==> src/rtl/disp_pkg.sv <==
// disp_pkg: shared definitions for the display scan controller.
//   - SEG_* : segment codes {g,f,e,d,c,b,a}, active-high, before polarity
//   - upd_state_t : update FSM state encoding
//   - slot_onehot : digit slot index to an-bit mask (bit0 = units)
package disp_pkg;

  localparam logic [6:0] SEG_0     = 7'b0111111;
  localparam logic [6:0] SEG_1     = 7'b0000110;
  localparam logic [6:0] SEG_2     = 7'b1011011;
  localparam logic [6:0] SEG_3     = 7'b1001111;
  localparam logic [6:0] SEG_4     = 7'b1100110;
  localparam logic [6:0] SEG_5     = 7'b1101101;
  localparam logic [6:0] SEG_6     = 7'b1111101;
  localparam logic [6:0] SEG_7     = 7'b0000111;
  localparam logic [6:0] SEG_8     = 7'b1111111;
  localparam logic [6:0] SEG_9     = 7'b1101111;
  localparam logic [6:0] SEG_DASH  = 7'b1000000;
  localparam logic [6:0] SEG_BLANK = 7'b0000000;

  typedef enum logic [1:0] {
    IDLE = 2'd0,
    REQ  = 2'd1,
    WAIT = 2'd2
  } upd_state_t;

  function automatic logic [2:0] slot_onehot(input logic [1:0] slot);
    case (slot)
      2'd0:    slot_onehot = 3'b001;
      2'd1:    slot_onehot = 3'b010;
      default: slot_onehot = 3'b100;
    endcase
  endfunction

endpackage

==> src/rtl/seg7_decode.sv <==
// seg7_decode: combinational BCD nibble to 7-segment decoder.
//   nibble : input  [3:0] BCD digit
//   code   : output [6:0] active-high segments {g,f,e,d,c,b,a};
//            non-decimal nibbles (10..15) show a dash
module seg7_decode
  import disp_pkg::*;
(
  input  logic [3:0] nibble,
  output logic [6:0] code
);

  always_comb begin
    code = SEG_DASH;
    case (nibble)
      4'd0:    code = SEG_0;
      4'd1:    code = SEG_1;
      4'd2:    code = SEG_2;
      4'd3:    code = SEG_3;
      4'd4:    code = SEG_4;
      4'd5:    code = SEG_5;
      4'd6:    code = SEG_6;
      4'd7:    code = SEG_7;
      4'd8:    code = SEG_8;
      4'd9:    code = SEG_9;
      default: code = SEG_DASH;
    endcase
  end

endmodule

==> src/rtl/disp_scan_ctrl.sv <==
// disp_scan_ctrl: periodically requests a BCD conversion and multiplexes the
// three resulting digits onto a common-segment 7-segment display.
//
// Ports:
//   clk       : rising-edge clock
//   rst       : synchronous active-high reset
//   bcd_in    : {hundreds, tens, units} BCD from the converter
//   bcd_valid : one-cycle pulse, bcd_in valid
//   conv_req  : one-cycle conversion request to the converter
//   seg       : segments {g,f,e,d,c,b,a}
//   an        : digit enables, bit0 = units, bit2 = hundreds
//   stale     : last request timed out; hundreds shows a dash
//
// Optional feature: define LEADING_ZERO_BLANK_EN to blank leading zeros in
// the hundreds and tens positions.
//
// Update FSM states:
//   state | meaning
//   IDLE  | counting UPDATE_DIV cycles until the next request
//   REQ   | conv_req asserted for this single cycle
//   WAIT  | waiting for bcd_valid, bounded by TIMEOUT cycles from the request
module disp_scan_ctrl
  import disp_pkg::*;
#(
  parameter int SCAN_DIV       = 50000,
  parameter int UPDATE_DIV     = 5000000,
  parameter int TIMEOUT        = 64,
  parameter bit SEG_ACTIVE_LOW = 1'b1
) (
  input  logic        clk,
  input  logic        rst,
  input  logic [11:0] bcd_in,
  input  logic        bcd_valid,
  output logic        conv_req,
  output logic [6:0]  seg,
  output logic [2:0]  an,
  output logic        stale
);

  localparam int UPD_W  = $clog2(UPDATE_DIV);
  localparam int SCAN_W = $clog2(SCAN_DIV);
  localparam int TO_W   = $clog2(TIMEOUT + 1);

  localparam logic [UPD_W-1:0]  UPD_LAST  = UPD_W'(UPDATE_DIV - 1);
  localparam logic [SCAN_W-1:0] SCAN_LAST = SCAN_W'(SCAN_DIV - 1);
  localparam logic [TO_W-1:0]   TO_LAST   = TO_W'(TIMEOUT - 1);

  // ---------------- update FSM ----------------
  upd_state_t        state, state_nxt;
  logic [UPD_W-1:0]  upd_cnt, upd_cnt_nxt;
  logic [TO_W-1:0]   wait_cnt, wait_cnt_nxt;
  logic              stale_q, stale_nxt;
  logic [11:0]       disp_reg, disp_nxt;
  logic              conv_req_c;

  always_ff @(posedge clk) begin
    if (rst) begin
      state    <= IDLE;
      upd_cnt  <= '0;
      wait_cnt <= '0;
      stale_q  <= 1'b0;
      disp_reg <= '0;
    end else begin
      state    <= state_nxt;
      upd_cnt  <= upd_cnt_nxt;
      wait_cnt <= wait_cnt_nxt;
      stale_q  <= stale_nxt;
      disp_reg <= disp_nxt;
    end
  end

  always_comb begin
    state_nxt    = state;
    upd_cnt_nxt  = upd_cnt;
    wait_cnt_nxt = wait_cnt;
    stale_nxt    = stale_q;
    disp_nxt     = disp_reg;
    conv_req_c   = 1'b0;

    // A reply is accepted in any state; only a reply inside WAIT ends the
    // request and clears stale.
    if (bcd_valid) disp_nxt = bcd_in;

    case (state)
      IDLE: begin
        if (upd_cnt == UPD_LAST) begin
          upd_cnt_nxt = '0;
          state_nxt   = REQ;
        end else begin
          upd_cnt_nxt = upd_cnt + 1'b1;
        end
      end
      REQ: begin
        conv_req_c   = 1'b1;
        // The request cycle itself counts toward the timeout window.
        wait_cnt_nxt = TO_W'(1);
        state_nxt    = WAIT;
      end
      WAIT: begin
        if (bcd_valid) begin
          stale_nxt    = 1'b0;
          wait_cnt_nxt = '0;
          state_nxt    = IDLE;
        end else if (wait_cnt == TO_LAST) begin
          stale_nxt    = 1'b1;
          wait_cnt_nxt = '0;
          state_nxt    = IDLE;
        end else begin
          wait_cnt_nxt = wait_cnt + 1'b1;
        end
      end
      default: begin
        state_nxt    = IDLE;
        upd_cnt_nxt  = '0;
        wait_cnt_nxt = '0;
      end
    endcase
  end

  // ---------------- scan multiplexer ----------------
  logic [SCAN_W-1:0] scan_cnt;
  logic [1:0]        slot;
  logic [2:0]        an_q;
  logic [6:0]        seg_q;
  logic [3:0]        nib;
  logic [6:0]        dec_code;
  logic [6:0]        slot_code;
  logic              blank_lead;

  always_comb begin
    case (slot)
      2'd0:    nib = disp_reg[3:0];
      2'd1:    nib = disp_reg[7:4];
      default: nib = disp_reg[11:8];
    endcase
  end

  seg7_decode u_dec (
    .nibble (nib),
    .code   (dec_code)
  );

`ifdef LEADING_ZERO_BLANK_EN
  logic hund_blank;
  // Tens is only blanked when hundreds is actually blanked, so a stale dash
  // in front never leaves a gap.
  assign hund_blank = (disp_reg[11:8] == 4'd0) && !stale_q;
  assign blank_lead = ((slot == 2'd2) && hund_blank) ||
                      ((slot == 2'd1) && hund_blank && (disp_reg[7:4] == 4'd0));
`else
  assign blank_lead = 1'b0;
`endif

  always_comb begin
    slot_code = dec_code;
    if ((slot == 2'd2) && stale_q) slot_code = SEG_DASH;
    else if (blank_lead)           slot_code = SEG_BLANK;
  end

  // seg is latched once per slot, during the dead cycle, so a capture in the
  // middle of a slot only shows from the next slot onward.
  always_ff @(posedge clk) begin
    if (rst) begin
      scan_cnt <= '0;
      slot     <= 2'd0;
      an_q     <= 3'b000;
      seg_q    <= SEG_BLANK;
    end else begin
      if (scan_cnt == SCAN_LAST) begin
        scan_cnt <= '0;
        slot     <= (slot == 2'd2) ? 2'd0 : slot + 2'd1;
        an_q     <= 3'b000;
      end else begin
        scan_cnt <= scan_cnt + 1'b1;
        an_q     <= slot_onehot(slot);
      end
      if (scan_cnt == '0) seg_q <= slot_code;
    end
  end

  assign conv_req = conv_req_c;
  assign stale    = stale_q;
  assign seg      = SEG_ACTIVE_LOW ? ~seg_q : seg_q;
  assign an       = SEG_ACTIVE_LOW ? ~an_q  : an_q;

endmodule

==> config.mk <==
export PLATFORM = sky130hd
export DESIGN_NAME = disp_scan_ctrl
export DESIGN_NICKNAME = d
export VERILOG_FILES = /design/src/rtl/disp_pkg.sv /design/src/rtl/seg7_decode.sv /design/src/rtl/disp_scan_ctrl.sv
export SDC_FILE = /design/constraint.sdc
export NUM_CORES = 1
export LEC_CHECK = 0
export BUFFER_PORTS_ARGS = -buffer_cell sky130_fd_sc_hd__buf_2
export CAP_MARGIN = 40
export CORE_UTILIZATION = 67
export CTS_BUF_LIST = sky130_fd_sc_hd__clkbuf_8
export DETAILED_ROUTE_END_ITERATION = 6
export PLACE_DENSITY = 0.88
export SLEW_MARGIN = 10
export SYNTH_ARGS = -nofsm -noshare
export SYNTH_HDL_FRONTEND = slang
export SYNTH_SLANG_ARGS = --single-unit
==> constraint.sdc <==
create_clock -name clk -period 5.4 [get_ports clk]
set_input_delay 0.81 -clock clk [delete_from_list [all_inputs] [get_ports clk]]
set_output_delay 0.81 -clock clk [all_outputs]
set_load 0.05 [all_outputs]
==> impl_metrics.yaml, run 1 <==
clocking:
  cts_hold_buf: 0
  clockBufferDepth: 2
  cts-root-buf: "clkbuf_8"
  path_clk_slew_ps: 80
  cts_resized: 0
  clock-sinks: 73
  clock_latency_ps: 340
  postCtsSetupRepairBufs: 0
  h-tree-depth: 3
  cts_buffers: 9
  cts_tree: "yes"
worst_setup_path:
  cp.arrival_ps: 2740
  cp-start-kind: "flop"
  crit_fanout: 13
  cp-end-kind: "flop"
  cp_data_required_time_ps: 5620
  critPathKind: "reg -> reg"
  reg2reg_depth: 5
sta:
  drv_slew: 0
  fin_skew_ps: 13.7
  fin_crit_sh: 0.466
  finalHoldViolCount: 0
  rsz0062_at_grt: "false"
  worst_pin_slew_ps: 829
  setup_viol: 0
  fin_tns_setup_ps: 0
  fmax_mhz: 397
  max_slew_margin: 0.432
  fin_crit_ps: 2520
place:
  postPlaceCellArea_mm2: 0.00366
  gp_congestion: 0.851
  port_buffers: 26
  dp_hpwl_um: 4750
cells_and_area:
  drive_above_1_share: 0.121
  area_delta_synth_final_pct: 9.69
  nets: 459
  largest_reg_flops: 23
  final_area_mm2: 0.00387
  antenna_cells: 0
global_route:
  track_usage: 0.272
  grt_pass1_vias: 2731
  grt-ovfl-total: 0
  grt_first_pass_wirelength_um: 11600
  grt_max_degree: 36
  antenna_found_initial: 0
die:
  num_rows: 26
  die_w_um: 74.5
  die_area_mm2: 0.00556
  die_height_um: 74.5
  start_util: 0.695
  core_area_mm2: 0.00507
  pin_count: 27
power:
  powerDensity_mw_per_mm2: 283
  max-vdd-ir-drop_v: 0.000211
  p_int_uw: 824
  power.switching_uw: 271
  pwr-share-comb: 0.091
  finalPower_mw: 1.10
  p_clk_frac: 0.393
  seqPwrFrac: 0.516
  swShare: 0.248
  leakagePower_nw: 1.52
synthesis:
  synth-main-ff-cell: "dfxtp_1"
  yosysTopAreaCell: "dfxtp_1"
  ys_warn_count: 0
  syn-num-nets: 440
  syn_inst: 414
  synth_area_mm2: 0.00353
  synth-edff-count: 0
  synth_top_area_share: 0.414
  synth_area_leaders: "dfxtp_1 41%, nor2_1 6.5%, mux2i_1 5.7%"
  async_reset_ff_frac: 0
  seq_area_frac_synth: 0.414
  ys_types: 50
  ys_seq_elements: 73
  postSynthAreaPerCell_um2: 8.52
worst_hold_path:
  holdPathStages: 1
  worstHoldPathType: "reg -> reg"
route:
  drc_errors: 0
  first_pass_iters: 4
  avgViaCountPerCell: 5.68
  drt-initial-drc-count: 156
  antenna_left: 0
  wl_per_cell_um: 13.2
  vias: 2887
  routed_wl_um: 6710
outcome:
  status: "finished, final reports clean"
job:
  maxCapViolations: 0
## critical path, stage by stage, from the launching register on
cell	delay (ps)
dfxtp_1	370
or4b_1	530
or4_4	530
o31a_1	470
o21ai_4	390
nor2_1	100
## power by group through the flow
| stage | registers [mW] | logic (mW) | clock network [mW] |
|---|---|---|---|
| floorplan | 0.575 | 0.0793 | 0 |
| global placement | 0.577 | 0.0972 | 0 |
| detailed placement | 0.578 | 0.0994 | 0 |
| CTS | 0.566 | 0.100 | 0.439 |
| global route | 0.568 | 0.111 | 0.461 |
| finish | 0.566 | 0.0994 | 0.431 |
## kinds of logic after synthesis
family / share of synthesized area
adder cells (fa/ha/maj): 0.0390
AND/OR/NAND/NOR: 0.282
flip-flops: 0.414
AO/OA/AOI/OAI: 0.0916
XOR/XNOR: 0.0671
multiplexers: 0.0600
buffers and inverters: 0.0461
## layout by cell type, fill, tap and decap left out, types with 3 or more instances in the layout
cell type	synthesis	final
or4_1	7	7
and2_1	8	8
and3_1	9	9
nor2b_1	4	4
clkbuf_8	0	11
nor4_1	3	3
nor2_1	61	61
nand3b_1	3	3
nand3_1	25	25
nor3_1	6	6
dfxtp_1	73	73
nand4_1	13	13
and4_1	5	5
a21oi_1	15	15
a31oi_1	5	5
inv_1	20	21
nand2_1	33	33
mux2i_1	20	20
xnor2_1	8	8
xor2_1	19	19
o21ai_0	12	12
or3_1	3	3
ha_1	11	11
buf_2	0	27
## final timing paths
check                   start          end  slack (ps)
hold / removal    wait_cnt[6]  wait_cnt[6]         450
hold reg to reg   wait_cnt[6]  wait_cnt[6]         450
setup / recovery  upd_cnt[12]   upd_cnt[9]        2880
setup reg to reg  upd_cnt[12]   upd_cnt[9]        2880
## metrics by stage
| stage | std cells | hold slack (ps) | utilization | worst slack, ps |
|---|---|---|---|---|
| 2_1_floorplan | 414 | 425 | - | 3180 |
| 3_3_place_gp | 491 | 429 | 0.720 | 2950 |
| 3_5_place_dp | 492 | 440 | 0.721 | 2910 |
| 4_1_cts | 508 | 449 | 0.762 | 2900 |
| 5_1_grt | 508 | 469 | 0.762 | 2730 |
| 6_report | 508 | 449 | 0.762 | 2880 |
## cells in the mapped netlist (all sizes together), types with 3 or more instances
cell type and count:
dfxtp 73, nor2 62, nand2 33, nand3 25
inv 20, mux2i 20, xor2 19, clkbuf 17
a21oi 15, o21ai 14, nand4 13, ha 11
and3 9, or4 9, and2 8, xnor2 8
nor3 6, a31oi 5, and4 5, nor2b 4
nand3b 3, nor4 3, or3 3, or4b 3
## layout make-up
class	instances	area, um2
Multi-Input combinational cell	302	1900
Sequential cell	73	1460
Fill cell	366	1210
Clock buffer	11	151
Timing Repair Buffer	27	135
Tap cell	70	87.6
Inverter	20	75.1
Clock inverter	5	55.1
## metal layers
layer / GRT usage / share of wire / wire, um / up-vias
met5: 0 / 0 / 0 / -
met4: 0.105 / 0.011 / 76 / 0
met3: 0.0786 / 0.038 / 255 / 10
met2: 0.480 / 0.50 / 3370 / 60
met1: 0.308 / 0.45 / 3000 / 1343
li1: - / - / - / 1474
Power figures use the tool's default switching activity.
==> run 2: changes to the inputs <==
- CORE_UTILIZATION: 67 -> 56
- PLACE_DENSITY: 0.88 -> 0.78
- clock period: 5.4 -> 2.1 ns (I/O delays scaled with it)
==> impl_metrics.yaml, run 2 (same netlist as run 1, synthesis figures left out) <==
power:
  power.switching_uw: 711
  seqPwrFrac: 0.477
  p_clk_frac: 0.433
  pwr-share-comb: 0.090
  finalPower_mw: 3.05
  powerDensity_mw_per_mm2: 742
  max-vdd-ir-drop_v: 0.000783
  swShare: 0.233
  leakagePower_nw: 1.66
  p_int_mw: 2.34
global_route:
  grt_max_degree: 34
  track_usage: 0.242
  grt_first_pass_wirelength_um: 12300
  antenna_found_initial: 0
  grt-ovfl-total: 0
  grt_pass1_vias: 2858
die:
  die_area_mm2: 0.00662
  die_height_um: 81.4
  start_util: 0.589
  num_rows: 28
  die_w_um: 81.4
  pin_count: 27
  core_area_mm2: 0.00599
route:
  drt-initial-drc-count: 146
  wl_per_cell_um: 13.4
  vias: 2977
  drc_errors: 0
  routed_wl_um: 7180
  antenna_left: 0
  first_pass_iters: 4
  avgViaCountPerCell: 5.56
cells_and_area:
  antenna_cells: 0
  nFillCells: 483
  nets: 481
  seq_area_mm2: 0.00146
  area_delta_synth_final_pct: 16.6
  final_common_cell: "dfxtp_1"
  largest_reg_flops: 23
  drive_above_1_share: 0.167
  mostFrequentLayoutCells: "71 x dfxtp_1, 61 x nor2_1, 33 x nand2_1, 26 x buf_2, 25 x nand3_1"
  multi_input_area_mm2: 0.00190
sta:
  max_slew_margin: 0.670
  drv_slew: 0
  fin_crit_sh: 0.997
  setup_viol: 0
  fin_crit_ps: 2090
  finalHoldViolCount: 0
  fin_skew_ps: 5.24
  fin_tns_setup_ps: 0
  rsz0062_at_grt: "true"
  worst_pin_slew_ps: 491
  fmax_mhz: 478
worst_setup_path:
  endpoint: "state[1]"
  crit_slowest_cell: "or4b_1"
  cp_data_required_time_ps: 2370
  rr_startpoint: "upd_cnt[21]"
  cp-end-kind: "flop"
  critPathKind: "reg -> reg"
  r2r-end: "state[1]"
  slowest_delay_ps: 500
  cp.arrival_ps: 2360
  crit_chain: "or4b_1 -> or4_4 -> o31a_1 -> buf_6 -> nor2_4 -> mux2i_1"
  reg2reg_depth: 6
  critPathLaunch: "upd_cnt[21]"
  cp-start-kind: "flop"
  crit_fanout: 8
  r2r_slack_ps: 7
clocking:
  cts_buffers: 9
  cts-root-buf: "clkbuf_8"
  clockBufferDepth: 2
  cts_hold_buf: 0
  clock_latency_ps: 340
  h-tree-depth: 3
  cts_tree: "yes"
  clock-sinks: 73
  path_clk_slew_ps: 70
place:
  port_buffers: 26
  gp_congestion: 0.858
  dp_hpwl_um: 5030
job:
  maxCapViolations: 0
worst_hold_path:
  worstHoldPathType: "in -> reg"
outcome:
  status: "finished, final reports clean"
-- run 2: changes by cell type in the layout (fill, tap and decap cells not counted), sizes merged --
| cell | previous run | this run |
|---|---|---|
| clkinv | 2 | 1 |
| bufinv | 1 | 3 |
| clkbuf | 11 | 10 |
| buf | 27 | 49 |
-- run 2: per-layer routing --
metal | global-route usage | share of wire | up-vias
li1 | - | - | 1518
met1 | 0.285 | 0.45 | 1373
met2 | 0.410 | 0.49 | 71
met3 | 0.0697 | 0.041 | 15
met4 | 0.0982 | 0.020 | 0
met5 | 0 | 0 | -
-- run 2: power by group through the flow --
stage	sequential (mW)	clock, mW	combinational (mW)
2_1_floorplan	1.48	0	0.204
3_3_place_gp	1.48	0	0.267
3_5_place_dp	1.49	0	0.276
4_1_cts	1.45	1.35	0.278
5_1_grt	1.46	1.41	0.304
6_report	1.45	1.32	0.276
-- run 2: metrics by stage --
step | util | cells | hold WS [ps] | setup WS, ps | instance area, um2
after global placement | 0.643 | 518 | 436 | 51.7 | 3850
after floorplan | - | 414 | 425 | 13.9 | 3530
after detailed placement | 0.643 | 518 | 439 | -39.9 | 3850
after global routing | 0.686 | 535 | 209 | -57.2 | 4110
final | 0.686 | 535 | 206 | 6.73 | 4110
after CTS | 0.686 | 535 | 192 | -37.2 | 4110
-- run 2: area by class of cell --
cell class,count,area share
Clock buffer,10,0.0335
Clock inverter,6,0.0259
Inverter,20,0.0183
Multi-Input combinational cell,302,0.463
Sequential cell,73,0.356
Tap cell,75,0.0228
Timing Repair Buffer,49,0.0807
-- run 2: worst max-delay path, delay by kind of cell, from the launching register on --
family                 cells  cell delay, ps
DFF                        1             310
buffers and inverters      1             170
and+or+nand+nor            3            1030
muxes                      1             190
AOI/OAI and AO/OA          1             320
-- run 2: worst min path at each step --
stage / start / to / slack, ps / cells after the start
2_1_floorplan: wait_cnt[6] / wait_cnt[6] / 420 / 1
3_3_place_gp: wait_cnt[6] / wait_cnt[6] / 440 / 1
3_5_place_dp: wait_cnt[6] / wait_cnt[6] / 440 / 1
4_1_cts: bcd_in[5] / disp_reg[5] / 190 / 3
5_1_grt: bcd_in[6] / disp_reg[6] / 210 / 3
6_report: bcd_in[5] / disp_reg[5] / 210 / 3
-- run 2: timing repair --
action | 4_1_cts | 5_1_grt
gates resized for setup | 2 | 0
endpoints found under the setup margin | 2 | 23
setup buffers | 1 | 0
pin swaps | 3 | 2
